File: config.mk
export PLATFORM = sky130hd
export DESIGN_NAME = tbu_byte_sched
export DESIGN_NICKNAME = d
export VERILOG_FILES = /design/src/rtl/tbu_byte_sched.sv
export SDC_FILE = /design/constraint.sdc
export NUM_CORES = 1
export LEC_CHECK = 0
export ABC_CLOCK_PERIOD_IN_PS = 5300
export CAP_MARGIN = 10
export CORE_MARGIN = 5
export CORE_UTILIZATION = 55
export CTS_BUF_LIST = sky130_fd_sc_hd__clkbuf_8
export CTS_CLUSTER_DIAMETER = 40
export CTS_CLUSTER_SIZE = 40
export DETAILED_ROUTE_END_ITERATION = 12
export HOLD_SLACK_MARGIN = 0.15
export PLACE_DENSITY = 0.73
export REMOVE_ABC_BUFFERS = 1
export SETUP_SLACK_MARGIN = 0.15
export SKIP_LAST_GASP = 1
export SLEW_MARGIN = 25
export SYNTH_ARGS = -nofsm -noshare
export SYNTH_HDL_FRONTEND = slang
export SYNTH_SLANG_ARGS = --single-unit
File: constraint.sdc
create_clock -name clk -period 5.3 [get_ports clk]
set_input_delay 1.06 -clock clk [delete_from_list [all_inputs] [get_ports clk]]
set_output_delay 1.06 -clock clk [all_outputs]
set_load 0.05 [all_outputs]
File: src/rtl/tbu_byte_sched.sv
// Ping-pong bit-to-byte scheduler between the traceback unit and a byte consumer.
// Each block arrives newest-bit-first and is read out oldest-byte-first over valid/ready.
module tbu_byte_sched #(
  parameter int BLK_BITS = 32
) (
  input  logic       clk,
  input  logic       rst,
  input  logic       tbu_bit_i,
  input  logic       tbu_valid_i,
  output logic       tbu_ready_o,
  output logic [7:0] byte_o,
  output logic       byte_valid_o,
  input  logic       byte_ready_i,
  output logic       byte_last_o,
  output logic       ovf_o
);

  localparam int NBYTES = BLK_BITS / 8;
  localparam int IW     = $clog2(BLK_BITS);
  localparam int RW     = (NBYTES > 1) ? $clog2(NBYTES) : 1;
  localparam logic [IW-1:0] IDX_TOP = IW'(BLK_BITS - 1);
  localparam logic [RW-1:0] RB_LAST = RW'(NBYTES - 1);

  typedef enum logic {IDLE, SEND} state_t;

  logic [BLK_BITS-1:0] bank_q [2];
  logic [1:0]          full_q;
  logic                wr_bank_q;
  logic                rd_bank_q;
  logic [IW-1:0]       wr_idx_q;
  logic [RW-1:0]       rd_byte_q;
  state_t              state_q, state_d;

  logic          wr_acc;
  logic          wr_done;
  logic          load_first;
  logic          load_next;
  logic          rd_release;
  logic [RW-1:0] rd_byte_nxt;
  logic [7:0]    nxt_byte;

  assign tbu_ready_o = !full_q[wr_bank_q];
  assign wr_acc      = tbu_valid_i && tbu_ready_o;
  assign wr_done     = wr_acc && (wr_idx_q == '0);

  // Byte k of the bank holds bits 8k..8k+7 with the oldest bit at the LSB.
  assign rd_byte_nxt = load_first ? '0 : rd_byte_q + RW'(1);
  assign nxt_byte    = 8'(bank_q[rd_bank_q] >> {rd_byte_nxt, 3'b000});

  always_comb begin
    state_d    = state_q;
    load_first = 1'b0;
    load_next  = 1'b0;
    rd_release = 1'b0;
    case (state_q)
      IDLE: begin
        if (full_q[rd_bank_q]) begin
          load_first = 1'b1;
          state_d    = SEND;
        end
      end
      SEND: begin
        if (byte_ready_i) begin
          if (rd_byte_q == RB_LAST) begin
            rd_release = 1'b1;
            state_d    = IDLE;
          end else begin
            load_next = 1'b1;
          end
        end
      end
      default: state_d = IDLE;
    endcase
  end

  always_ff @(posedge clk or posedge rst) begin
    if (rst) state_q <= IDLE;
    else     state_q <= state_d;
  end

  // Storage carries no reset: the full flags alone decide what is readable.
  always_ff @(posedge clk) begin
    if (wr_acc) bank_q[wr_bank_q][wr_idx_q] <= tbu_bit_i;
  end

  always_ff @(posedge clk or posedge rst) begin
    if (rst) begin
      full_q       <= '0;
      wr_bank_q    <= 1'b0;
      rd_bank_q    <= 1'b0;
      wr_idx_q     <= IDX_TOP;
      rd_byte_q    <= '0;
      byte_o       <= '0;
      byte_valid_o <= 1'b0;
      byte_last_o  <= 1'b0;
      ovf_o        <= 1'b0;
    end else begin
      if (wr_acc) begin
        wr_idx_q <= wr_done ? IDX_TOP : wr_idx_q - IW'(1);
        if (wr_done) wr_bank_q <= !wr_bank_q;
      end
      // A completing write and a release always target different banks.
      if (wr_done)    full_q[wr_bank_q] <= 1'b1;
      if (rd_release) full_q[rd_bank_q] <= 1'b0;
      if (tbu_valid_i && !tbu_ready_o) ovf_o <= 1'b1;

      if (load_first || load_next) begin
        byte_o       <= nxt_byte;
        byte_valid_o <= 1'b1;
        byte_last_o  <= (rd_byte_nxt == RB_LAST);
        rd_byte_q    <= rd_byte_nxt;
      end else if (rd_release) begin
        byte_valid_o <= 1'b0;
        byte_last_o  <= 1'b0;
        rd_bank_q    <= !rd_bank_q;
      end
    end
  end

endmodule

# Yosys cells after proc, flatten, opt, wreduce, memory -nomap -nowiden
# Memories as Yosys holds them, arrays and structs flattened.
# Cells that the tools add are included.
# Widths: inputs -> output; s select.
[totals]
input_bits = 5
mem_bits_rw = 64
output_inout_bits = 12
ff_bits = 23
word_cells = 70
memories = 1
[op_classes]
magnitude_cmp = 6
reduce_logical = 14
bitwise = 5
n_mux = 29
add_sub_neg = 2
n_shift = 1
n_eq_ne = 2
[memory_table]
columns = ["memory", "words", "width", "read_ports", "rd_clocked_by_memory_dff", "wr", "line", "source"]
rows = [
  ["bank_q", 2, 32, 1, 0, 1, "26", "logic [BLK_BITS-1:0] bank_q [2];"],
]
[ops]
columns = ["op", "n"]
rows = [
  ["$mux 32", 1],
  ["$shr 32x5->8", 1],
  ["$mux 1", 20],
  ["$logic_and 1x1->1", 6],
  ["$lt 5x6->1 const B", 1],
  ["$mux 2", 3],
  ["$demux 1 s5", 1],
  ["$ge 5x1->1 const B", 1],
  ["$logic_not 5->1", 1],
  ["$mux 5", 1],
  ["$sub 5x1->5 const B", 1],
  ["$eq 2x2->1 const B", 2],
  ["$lt 1x2->1 const B", 2],
  ["$reduce_and 2->1", 2],
  ["$logic_not 1->1", 3],
  ["$add 2x1->2 const B", 1],
  ["$and 2x2->2", 1],
  ["$demux 1 s1", 2],
  ["$ge 1x1->1 const B", 2],
  ["$not 1->1", 2],
  ["$not 2->2", 1],
  ["$or 2x2->2", 1],
  ["$pmux 1 s2", 1],
  ["$reduce_bool 2->1", 1],
  ["$logic_or 1x1->1", 1],
]

# Longest topological paths before layout
[logic_depth]
word_depth = 8
depth_mapped = 6
depth_no_buf = 5

# Worst setup path before layout
# Ideal clock, no wire load.
[synth_path]
path_kind = "register to output"
start = "register full_q[1]"
end = "output port tbu_ready_o"
arrival_time_ns = 1.198
n_path_buf = 1
stages_incl_launch_ff = 3
path_slack_ns = 3.042
required_ns = 4.240
cell_sequence = "dfrtp_1 > buf_2 > mux2i_2"
[synth_between]
elab_chain_len = 3
[synth_lines]
columns = ["item", "line", "source"]
rows = [
  ["from (decl)", "27", "logic [1:0] full_q;"],
  ["from (signal assigned)", "88", "full_q <= '0;"],
  ["from (signal, indexed assignment)", "103", "if (wr_done) full_q[wr_bank_q] <= 1'b1;"],
  ["from (signal, indexed assignment)", "104", "if (rd_release) full_q[rd_bank_q] <= 1'b0;"],
  ["$mux 1 (implied by the code) (2 in a row)", "42", "assign tbu_ready_o = !full_q[wr_bank_q];"],
  ["$logic_not 1->1", "42", ""],
  ["to (decl)", "10", "output logic tbu_ready_o,"],
]
# Every way passes these cells. The select of a mux whose other input is x is not followed.

# Worst setup path in the final report
# Same ends and word-level chain as after synthesis.

==> metrics.md <==
| Metric | Value |
|---|---|
| Vias | `about 2.7k` |
| Instance count of the mapped netlist | `around 340` |
| Number of search-and-repair iterations in the first detailed-routing pass | `5` |
| Total half-perimeter wirelength after legalization and detailed placement | `5730 um` |
| Cell area power density | `544 mW/mm^2` |
| Leakage Power | `roughly 0.0016 uW` |
| Worst slew margin | `between 30% and 40%` |
| # Max-Cap Violations | `0` |
| Portion of synthesized cell area occupied by the leading cell type | `a little under half` |
| Num ports | `17` |
| Initial core utilization | `56.4%` |
| H-tree Lvls | `3` |
| Worst EP required | `approximately 4200 ps` |
| Unique cell type count in the Yosys netlist | `47` |
| Startpoint type of the worst setup path | `flip-flop` |
| GP Congestion | `~0.78` |
| Post-CTS resize count | `0` |
| Timing-limited maximum frequency | `about 320 MHz` |
| Worst Setup Slack, final | `around 2100 ps` |
| Worst skew pair latency | `360 ps` |
| Fin crit period | `3160 ps` |
| Setup TNS | `0 ps` |
| End point of the critical path | `tbu_ready_o` |
| Pin count of the biggest net entering global routing | `65` |
| R2r setup slk | `roughly 2800 ps` |
| RSZ-0062 raised after global routing | `no` |
| Port Buf Inserts | `16` |
| Layout cell share with drive strength beyond 1 | `13.2%` |
| Final max-slew violation count | `0` |
| Vias in the first global route | `approximately 2.7k` |
| Final core utilization | `between 60 and 70%` |
| Post-placement setup slack | `2380 ps` |
| Number of antenna cells inserted | `0` |
| Global-route wire length before repair | `roughly 15,000 um` |
| Final worst-path cycle share | `between 50 and 60%` |
| CP endpoint kind | `output port` |
| Initial DRC count | `206` |
| Average detailed-routed wire length per instance | `roughly 20 um` |
| Number of buffers inserted during clock tree synthesis | `9` |
| Clock buffer depth | `2` |
| Total number of cells along the worst setup path | `2` |
| Slew at the pin closest to its max-slew limit | `1030 ps` |
| Initial antenna violation count | `0` |
| Number of cells on the worst reg-to-reg path | `4` |
| Clock Sinks | `87` |
| Launching element of the worst setup path | `full_q[1]` |
| Net Sw Frac | `41.9%` |
| Area of all placed cells without fillers | `0.00446 mm^2` |
| Worst Setup Path Type | `reg2out` |
| Outcome | `complete, no violations` |
| Cell accounting for the most synthesized area | `sky130_fd_sc_hd__edfxtp_1` |
| Placed Cells | `~430` |
| Netlist area before placement | `~0.004 mm^2` |
| Crit Reg-Reg Startpoint | `rd_byte_q[0]` |
| Drt via density | `~6.1` |
| P_int | `~1400 uW` |
| Final wirelength | `8990 um` |
| CP max-delay cell | `sky130_fd_sc_hd__clkdlybuf4s50_1` |
| Worst VDD drop | `about 0.31 mV` |
| ANT nets after route | `0` |
| Largest delay share family, worst path | `buffers and inverters` |
| Number of flip-flops and latches in the synthesized netlist | `87` |
| Count of final setup violators | `0` |
| Mean cell area of the mapped netlist | `around 12 um^2` |
| Max Fanout on Critical Path | `9` |
| Core ar. | `about 0.0073 mm^2` |
| R2R Path End | `byte_o[7]` |
| Die span in x | `just under 100 um` |
| Sequential power share | `roughly 41%` |
| Site row count | `31` |
| Clock Skews | `roughly 12 ps` |
| TritonCTS clock tree | `yes` |
| Clock root buffer | `sky130_fd_sc_hd__clkbuf_8` |
| Combined global-route utilization of all metal layers | `between 20% and 30%` |
| Vert. Die Dim | `slightly below 100 um` |
| Drt drc | `0` |
| Post-CTS Setup Inserts | `0` |
| Cells along the critical path | `mux2i_2 > clkdlybuf4s50_1` |
| Net switching power figure | `just over 1000 uW` |
| CP bufs+invs | `1` |
| Area Overhead vs Synth | `9.03%` |
| Reg clk slew, reported paths | `80 ps` |
| Overall die area | `about 0.0093 mm^2` |
| Post-route non-filler standard cell count | `between 400 and 500` |
| Sequential cell area fraction in the yosys report | `just over 60%` |
| Number of hold violations in the final report | `0` |
| Main area contributors after synthesis | `sky130_fd_sc_hd__edfxtp_1 47%, sky130_fd_sc_hd__dfrtp_1 11%, sky130_fd_sc_hd__nor2_1 6.1%, sky130_fd_sc_hd__dfstp_2 3.2%, sky130_fd_sc_hd__mux2_2 2.2%` |
| Number of buffers added to fix hold violations after cts | `0` |
| Cell area after placement | `approximately 0.0043 mm^2` |
| Worst hold-check path type | `reg2reg` |
| Global-route congestion overflow total | `0` |
| Power share of the combinational group | `40.4%` |
| Data arrival time of the critical path | `between 2000 and 2500 ps` |
| Portion of total power attributed to the clock network | `~18%` |
| Largest stage delay on the critical path | `880 ps` |
| Layout Nets | `roughly 360` |
| Yosys warns | `0` |
## worst min path at each step
stage / from / end / slack (ps) / depth (start not counted)
after CTS: byte_valid_o / byte_valid_o / 500 / 2
after global routing: byte_valid_o / byte_valid_o / 530 / 2
final: ovf_o / ovf_o / 490 / 1
after global placement: byte_valid_o / byte_valid_o / 470 / 2
after floorplan: rd_byte_q[1] / rd_byte_q[1] / 470 / 1
after detailed placement: ovf_o / ovf_o / 470 / 1
## Yosys cell counts, drive strengths merged
| master | number |
|---|---|
| ha | 6 |
| dfrtp | 18 |
| nand3b | 4 |
| o21bai | 1 |
| nand4 | 1 |
| nand3 | 4 |
| o21ai | 3 |
| a21oi | 11 |
| or3 | 1 |
| edfxtp | 64 |
| nor3 | 4 |
| nor2b | 1 |
| a21boi | 9 |
| and3b | 1 |
| dfstp | 5 |
| o22ai | 1 |
| xor2 | 2 |
| buf | 11 |
| nand2 | 18 |
| a32oi | 1 |
| and3 | 8 |
| mux2i | 10 |
| a221o | 8 |
| mux2 | 9 |
| nand2b | 1 |
| o22a | 3 |
| o211ai | 9 |
| a31oi | 4 |
| inv | 16 |
| xnor2 | 3 |
| o31a | 8 |
| o2111ai | 8 |
| nor2 | 66 |
| or3b | 2 |
| a2111oi | 4 |
| a22o | 1 |
| clkbuf | 10 |
## sequential cells by signal, summed over array words and instances (netlist names)
name          flops
byte_o            8
bank_q           64
full_q            2
ovf_o             1
wr_idx_q          5
rd_bank_q         1
byte_valid_o      1
byte_last_o       1
rd_byte_q         2
wr_bank_q         1
state_q           1
## metrics by stage
| step | total power [uW] | hold WS [ps] |
|---|---|---|
| floorplan | 1650 | 470 |
| global placement | 1970 | 468 |
| detailed placement | 1990 | 472 |
| CTS | 2420 | 500 |
| global route | 2550 | 535 |
| finish | 2430 | 490 |
## cell usage in the layout (no fill, tap or decap), drive strengths merged, types with 3 or more instances in the layout
cell,n
a221o,8
a21oi,11
nor2,66
xnor2,3
o2111ai,8
dfrtp,18
a31oi,4
inv,19
nand3,4
a21boi,9
nand3b,4
a2111oi,4
nand2,18
nor3,4
o211ai,9
mux2i,10
edfxtp,64
clkdlybuf4s50,16
o21ai,3
ha,6
dfstp,5
mux2,9
clkbuf,9
o31a,8
o22a,3
and3,8
## routing by layer
layer	track usage (%)	wire length [um]
met1	30.0	3960
met4	7.11	132
met2	34.7	4380
met3	2.97	525
met5	0	0
## power by group through the flow
stage | logic (uW) | registers, uW | clock network [uW]
after global routing | 1050 | 1030 | 471
final | 980 | 1000 | 440
after floorplan | 536 | 1120 | 0
after global placement | 961 | 1010 | 0
after detailed placement | 977 | 1020 | 0
after CTS | 981 | 1000 | 442
## cells by family (layout without fill, tap and decap cells)
logic type | Yosys count | in the layout | synth area share (%)
fa+ha+maj | 6 | 6 | 1.84
simple gates | 111 | 111 | 12.4
compound gates | 71 | 71 | 13.8
flops | 87 | 87 | 61.2
xor+xnor | 5 | 5 | 1.07
buf+inv | 37 | 50 | 4.22
mux | 19 | 19 | 5.42
## area by class of cell
class	instances	area [um^2]
multi-input cells	212	1410
clock inverters	7	58.8
fillers	601	2800
repair buffers	18	175
flip-flops and latches	87	2500
well taps	99	124
inverters	16	60.1
clock buffers	9	124
## worst reg2reg max path, cell delays in order (launching register included)
cell and delay (ps):
sky130_fd_sc_hd__dfrtp_1 780, sky130_fd_sc_hd__ha_1 310, sky130_fd_sc_hd__and3b_1 220, sky130_fd_sc_hd__a21oi_1 800, sky130_fd_sc_hd__a221o_1 290
No activity file was read; power rests on OpenSTA's default activity.
